[src/rtl/fwd_hazard_unit.sv]
// Forwarding and load-use hazard controller for a five-stage pipeline.
// Tracks EX/MEM destination tags and produces operand selects, store-data forward and stall.
module fwd_hazard_unit #(
    parameter int REG_W   = 5,
    parameter int NUM_SRC = 2,
    parameter int ST_SRC  = 1,
    parameter int CNT_W   = 16
) (
    input  logic                       clk,
    input  logic                       rst_n,
    input  logic                       id_valid,
    input  logic [NUM_SRC*REG_W-1:0]   id_src,
    input  logic [NUM_SRC-1:0]         id_src_used,
    input  logic [REG_W-1:0]           id_dst,
    input  logic                       id_wen,
    input  logic                       id_load,
    input  logic                       id_store,
    input  logic                       flush,
    output logic                       stall,
    output logic [2*NUM_SRC-1:0]       fwd_ex,
    output logic                       fwd_mem_st,
    output logic [CNT_W-1:0]           stall_cnt
);

    // The WB record is not kept: the register file is write-first, so a WB
    // producer is already visible to ID and never needs a forward select.
    logic             ex_valid;
    logic [REG_W-1:0] ex_dst;
    logic             ex_wen;
    logic             ex_load;
    logic             ex_pend;

    logic             mem_valid;
    logic [REG_W-1:0] mem_dst;
    logic             mem_wen;

    logic                 ex_live;
    logic                 mem_live;
    logic [NUM_SRC-1:0]   match_ex;
    logic [NUM_SRC-1:0]   match_mem;
    logic [NUM_SRC-1:0]   ld_hit;
    logic [NUM_SRC-1:0]   st_mask;
    logic                 other_ld;
    logic                 load_use;
    logic                 st_pend_id;
    logic [2*NUM_SRC-1:0] fwd_next;
    logic [REG_W-1:0]     src;

    assign ex_live  = ex_valid && ex_wen && (ex_dst != '0);
    assign mem_live = mem_valid && mem_wen && (mem_dst != '0);

    always_comb begin
        match_ex   = '0;
        match_mem  = '0;
        fwd_next   = '0;
        st_mask    = '0;
        src        = '0;
        st_mask[ST_SRC] = 1'b1;
        for (int i = 0; i < NUM_SRC; i++) begin
            src          = id_src[i*REG_W +: REG_W];
            match_ex[i]  = id_valid && id_src_used[i] && ex_live && (src == ex_dst);
            match_mem[i] = id_valid && id_src_used[i] && mem_live && (src == mem_dst);
            if (match_ex[i] && !ex_load)
                fwd_next[2*i +: 2] = 2'b01;
            else if (match_mem[i])
                fwd_next[2*i +: 2] = 2'b10;
            else
                fwd_next[2*i +: 2] = 2'b00;
        end
        ld_hit = match_ex & {NUM_SRC{ex_load}};
        // A store whose only load dependency is its data operand picks the
        // value up in MEM instead of stalling.
        other_ld   = |(ld_hit & ~st_mask);
        load_use   = other_ld || (ld_hit[ST_SRC] && !id_store);
        st_pend_id = ld_hit[ST_SRC] && id_store && !other_ld;
    end

    assign stall = load_use && !flush;

    always_ff @(posedge clk or negedge rst_n) begin
        if (!rst_n) begin
            ex_valid   <= 1'b0;
            ex_dst     <= '0;
            ex_wen     <= 1'b0;
            ex_load    <= 1'b0;
            ex_pend    <= 1'b0;
            mem_valid  <= 1'b0;
            mem_dst    <= '0;
            mem_wen    <= 1'b0;
            fwd_ex     <= '0;
            fwd_mem_st <= 1'b0;
        end else if (flush) begin
            ex_valid   <= 1'b0;
            ex_dst     <= '0;
            ex_wen     <= 1'b0;
            ex_load    <= 1'b0;
            ex_pend    <= 1'b0;
            mem_valid  <= 1'b0;
            mem_dst    <= '0;
            mem_wen    <= 1'b0;
            fwd_ex     <= '0;
            fwd_mem_st <= 1'b0;
        end else begin
            mem_valid  <= ex_valid;
            mem_dst    <= ex_dst;
            mem_wen    <= ex_wen;
            fwd_mem_st <= ex_valid && ex_pend;
            if (stall) begin
                ex_valid <= 1'b0;
                ex_dst   <= '0;
                ex_wen   <= 1'b0;
                ex_load  <= 1'b0;
                ex_pend  <= 1'b0;
                fwd_ex   <= '0;
            end else begin
                ex_valid <= id_valid;
                ex_dst   <= id_dst;
                ex_wen   <= id_wen;
                ex_load  <= id_load;
                ex_pend  <= st_pend_id;
                fwd_ex   <= fwd_next;
            end
        end
    end

    always_ff @(posedge clk or negedge rst_n) begin
        if (!rst_n)
            stall_cnt <= '0;
        else if (stall && (stall_cnt != '1))
            stall_cnt <= stall_cnt + CNT_W'(1);
    end

endmodule

[config.mk]
export PLATFORM = sky130hd
export DESIGN_NAME = fwd_hazard_unit
export DESIGN_NICKNAME = d
export VERILOG_FILES = /design/src/rtl/fwd_hazard_unit.sv
export SDC_FILE = /design/constraint.sdc
export NUM_CORES = 1
export LEC_CHECK = 0
export ABC_AREA = 1
export CAP_MARGIN = 0
export CORE_MARGIN = 2
export CORE_UTILIZATION = 35
export DETAILED_ROUTE_END_ITERATION = 12
export DONT_BUFFER_PORTS = 1
export GPL_TIMING_DRIVEN = 0
export SYNTH_ARGS = -nofsm -noshare
export SYNTH_HDL_FRONTEND = slang
export SYNTH_SLANG_ARGS = --single-unit
export TNS_END_PERCENT = 1
[constraint.sdc]
create_clock -name clk -period 1.9 [get_ports clk]
set_input_delay 0.475 -clock clk [delete_from_list [all_inputs] [get_ports clk]]
set_output_delay 0.475 -clock clk [all_outputs]
set_load 0.01 [all_outputs]
---- After elaboration in Yosys (flattened, before gate mapping) ----
Cells that the tools add are included.
storage, ports and cells
  register bits after elaboration ......... 37
  latch bits .............................. 0
  RAM bits ................................ 0
  memory bits (read-only) ................. 0
  input port bits ......................... 24
  word-level logic and storage cells ...... 67
  memories kept ........................... 0
operators by class
  add/subtract/negate cells ............... 1
  multipliers ............................. 0
  divide/modulo/power cells ............... 0
  order comparisons ....................... 0
  eq/ne operators ......................... 5
  shift operators ......................... 0
  muxes and demuxes ....................... 20
  bitwise operators ....................... 1
  reductions and logical operators ........ 29
operators with widths
  cell                                                              number
  1-bit logical AND                                                 22
  5-bit equality test                                               4
  16-bit by 1-bit adder with 16-bit output (second input constant)  1
  16-bit inequality test (second input constant)                    1
  5-bit 2-to-1 mux                                                  3
  1-bit 2-to-1 mux                                                  11
  5-bit nonzero test                                                2
  2-bit 2-to-1 mux                                                  4
  4-bit 2-to-1 mux                                                  2
  1-bit logical NOT                                                 4
  2-bit bitwise AND                                                 1
  1-bit logical OR                                                  1

---- Depth between registers and ports, before layout ----
  depth in word-level cells ............... 10
  gate-level depth with buffers ........... 12

---- Least setup slack after synthesis ----
OpenSTA, ideal clock, no wires.
  path kind ............................... input-to-output
  start point ............................. input id_valid
  end point ............................... output stall
  arrival time ............................ 1356 ps
  data required time ...................... 1425 ps
  path slack .............................. 69 ps
  cell stages on the path ................. 10
  buffers on the path ..................... 0
  path through ............................ nand2_1 -> inv_1 -> nand2_1 -> nor2_1 -> nand2_1 -> nor2_2 -> nand2_1 -> o21ai_4 -> nand2_1 -> inv_1
between the ends
  word-level cells in the longest chain between the ends .. 7
RTL lines
  what                             RTL line  text
  start: declaration               11        input logic id_valid,
  1-bit logical AND (3 in series)  61        match_ex[i] = id_valid && id_src_used[i] && ex_live && (src == ex_dst);
  2-bit bitwise AND *              70        ld_hit = match_ex & {NUM_SRC{ex_load}};
  1-bit logical AND                74        load_use = other_ld || (ld_hit[ST_SRC] && !id_store);
  1-bit logical OR *               74
  1-bit logical AND *              78        assign stall = load_use && !flush;
  end: declaration                 19        output logic stall,
Mark *: on every way between the ends. The rest lies on a longest branch, timed or not.

---- Worst setup path in the final report ----
  start point ............................. register ex_dst[1]
  end point ............................... output stall
between the ends
  word-level cells in the longest chain between the ends .. 8
RTL lines
  what                             RTL line  text
  start: declaration               28        logic [REG_W-1:0] ex_dst;
  start signal: assignment         117       ex_dst <= id_dst;
  5-bit nonzero test               49        assign ex_live = ex_valid && ex_wen && (ex_dst != '0);
  1-bit logical AND                49
  1-bit logical AND (2 in series)  61
  2-bit bitwise AND *              70
  1-bit logical AND                74
  1-bit logical OR *               74
  1-bit logical AND *              78
Marks and branches as above.

==> impl_metrics.json <==
{
  "fillers": 609,
  "groute.usage.overall_pct": 16.3,
  "grt-ovfl-total": 0,
  "r2r_slack_ns": 0.13,
  "drtAntennaViolNets": 0,
  "cp_data_required_time_ns": 1.42,
  "failed_checks": "setup timing",
  "drive_gt1_share_pct": 14.6,
  "vdd_drop_max_v": 0.000256,
  "synth_top_cells_by_area": "dfrtp_1 42%, nand2_1 15%, inv_1 7.7%",
  "chipHeight_um": 83.1,
  "fin_crit_sh_pct": 109,
  "power.static_leakage_nw": 1.33,
  "grt_setup_unrepaired": "true",
  "synthToLayoutAreaGrowth_pct": 14.2,
  "timing_max_transition_violations_final": 0,
  "ys_types": 27,
  "share_of_yosys_cell_area_claimed_by_the_top_area_cell_type_pct": 42.3,
  "netlist_area_um2": 2190,
  "route.detailed.wl_per_inst_um": 13.4,
  "fin_worst_skew_ns": 0.00477,
  "synth.yosys.seq_area_share_pct": 42.3,
  "grt_antenna_before_repair": 0,
  "layout.nets": 340,
  "p_total_w": 0.00155,
  "die_width_um": 83.1,
  "synthDominantAreaCellType": "dfrtp_1",
  "global_route_wire_length_before_repair_mm": 9.23,
  "number_of_global_route_vias_before_repair": 1960,
  "cts_tree": "built",
  "vias": 1907,
  "cts_buffer_depth": 2,
  "period_needed_ns": 2.07,
  "antenna_cells": 0,
  "postSynthNetCount": 323,
  "multiInputGateArea_um2": 1080,
  "critical_path_arrival_ns": 1.60,
  "critical_path_peak_fanout": 4,
  "dp_hpwl_mm": 3.94,
  "numCtsBuffers": 5,
  "r2r_cells": 11,
  "die_area_um2": 6900,
  "grt_start_max_net_pins": 38,
  "route.detailed.drc": 0,
  "tritoncts_num_sinks": 37,
  "clock_pin_slew_worst_setup_and_hold_paths_ns": 0.07,
  "worst-slew-pin-transition_ns": 0.515,
  "r2r-end": "ex_wen",
  "worst_setup_path_start_kind": "flop",
  "timing.final.ws_setup_ns": -0.172,
  "portBuffers": 0,
  "relSlewSlack_pct": 65.5,
  "htree_num_levels": 2,
  "finalHoldViolCount": 0,
  "drt_iter0_drc": 111,
  "synthesis.area_per_instance_um2": 7.35,
  "rr_startpoint": "ex_dst[0]",
  "layout_common_cells": "82 x nand2_1, 43 x inv_1, 39 x nor2_1",
  "cap_viol_max_count": 0,
  "run_status": "finished, violations left",
  "layout.area.seq_um2": 928,
  "critPathCaptureType": "output port",
  "synth-warning-count": 0,
  "timing.final.setup_violations": 1,
  "critical_path.startpoint": "ex_dst[1]",
  "initial_core_util_pct": 36.5,
  "synth.ff_latch_count": 37,
  "viasPerCell": 4.88,
  "wirelength_mm": 5.24,
  "final_util_pct": 41.8,
  "most_common_cell_after_layout_fill_and_taps_aside": "nand2_1",
  "drtPass1Iterations": 4,
  "setup-tns-final_ns": -0.172,
  "fp.coreArea_um2": 5990,
  "boundaryPins": 46,
  "maxClockFrequency_mhz": 483,
  "insertion_delay_ns": 0.29,
  "criticalPathCategory": "reg2out",
  "placement_rows": 28,
  "power-per-cell-area_nw_per_um2": 618,
  "pre_cts_ws_ns": -0.190,
  "root_buffer": "clkbuf_8",
  "min_path_type": "in2async",
  "gp_congestion": 0.875,
  "netlist_instances": 298
}
## routing by layer
metal,vias to the layer above,global-route usage [%],wire (µm)
li1,972,-,-
met3,6,4.47,262
met2,38,25.7,2410
met1,891,22.2,2500
met5,-,0,0
met4,0,4.32,66
## how the worst max path moves through the flow
stage / endpoint / slack, ns / cells after the start
3_5_place_dp: stall / -0.19 / 10
4_1_cts: stall / -0.20 / 10
3_3_place_gp: stall / -0.15 / 10
5_1_grt: stall / -0.25 / 10
2_1_floorplan: stall / 0.07 / 10
6_report: stall / -0.17 / 6
## cells in the mapped netlist
cell type and n:
nor3_1 5, nor4_1 2, o21ai_0 3, dfrtp_1 37
nand4_1 24, buf_2 1, nor2_1 40, xor2_1 11
and3_1 1, buf_4 1, nand3_1 13, xnor2_1 7
inv_2 2, inv_1 45, or2_2 1, nand2_1 87
o21ai_4 1, nand2_2 3, buf_6 1, a221oi_1 1
nand3b_4 1, nor3_2 1, ha_1 1, nor2_2 4
clkbuf_1 2, o22ai_1 2, nand3_4 1
## where the power goes
group	leakage, nW	internal, W	switching, W
Sequential	0.501	0.000802	0.0000159
Combinational	0.776	0.0000446	0.0000802
Clock	0.0542	0.000328	0.000276
Total	1.33	0.00117	0.000373
## cells by family (layout without fill, tap and decap cells)
| group | count (synthesis) | count (layout) | synth area share, % |
|---|---|---|---|
| AO/OA/AOI/OAI | 7 | 7 | 2.40 |
| XOR/XNOR | 18 | 18 | 7.20 |
| adder cells (fa/ha/maj) | 1 | 1 | 0.571 |
| buffers and inverters | 52 | 70 | 9.49 |
| flip-flops | 37 | 37 | 42.3 |
| AND/OR/NAND/NOR | 183 | 183 | 38.1 |
## what timing repair did
| action | CTS | global route |
|---|---|---|
| gates resized for setup | 5 | 8 |
| hold endpoints to repair | 37 | 0 |
| gates cloned | 0 | 0 |
| hold buffers | 1 | 0 |
| pin swaps | 5 | 5 |
| endpoints found under the setup margin | 1 | 14 |
| buffers inserted | 6 | 3 |
## registers in the layout (all words and copies together) (netlist names)
name	cells
ex_load	1
ex_valid	1
ex_wen	1
mem_wen	1
mem_dst	5
fwd_mem_st	1
stall_cnt	16
ex_dst	5
ex_pend	1
fwd_ex	4
mem_valid	1
## through the flow
stage / cell area (µm²) / std cells / hold WS [ns]
after detailed placement: 2280 / 373 / 0.181
after floorplan: 2190 / 298 / 0.179
after global placement: 2280 / 373 / 0.181
final: 2500 / 391 / 0.0230
after CTS: 2460 / 388 / 0.0208
after global routing: 2500 / 391 / 0.0244
## layout make-up
type	instances	share of cell area [%]
flip-flops and latches	37	37.1
inverters	47	7.05
clock inverters	1	0.200
multi-input cells	209	43.1
plain buffers	5	1.25
well taps	75	3.75
clock buffers	7	3.85
repair buffers	10	3.65
## worst max-delay path: stages (launching register included)
cell and delay (ns):
dfrtp_1 0.42, xor2_1 0.17, nor2_1 0.27, nand2_2 0.13, o21ai_4 0.15, nand2_2 0.08
inv_2 0.09
(Power assumes the default switching activity.)
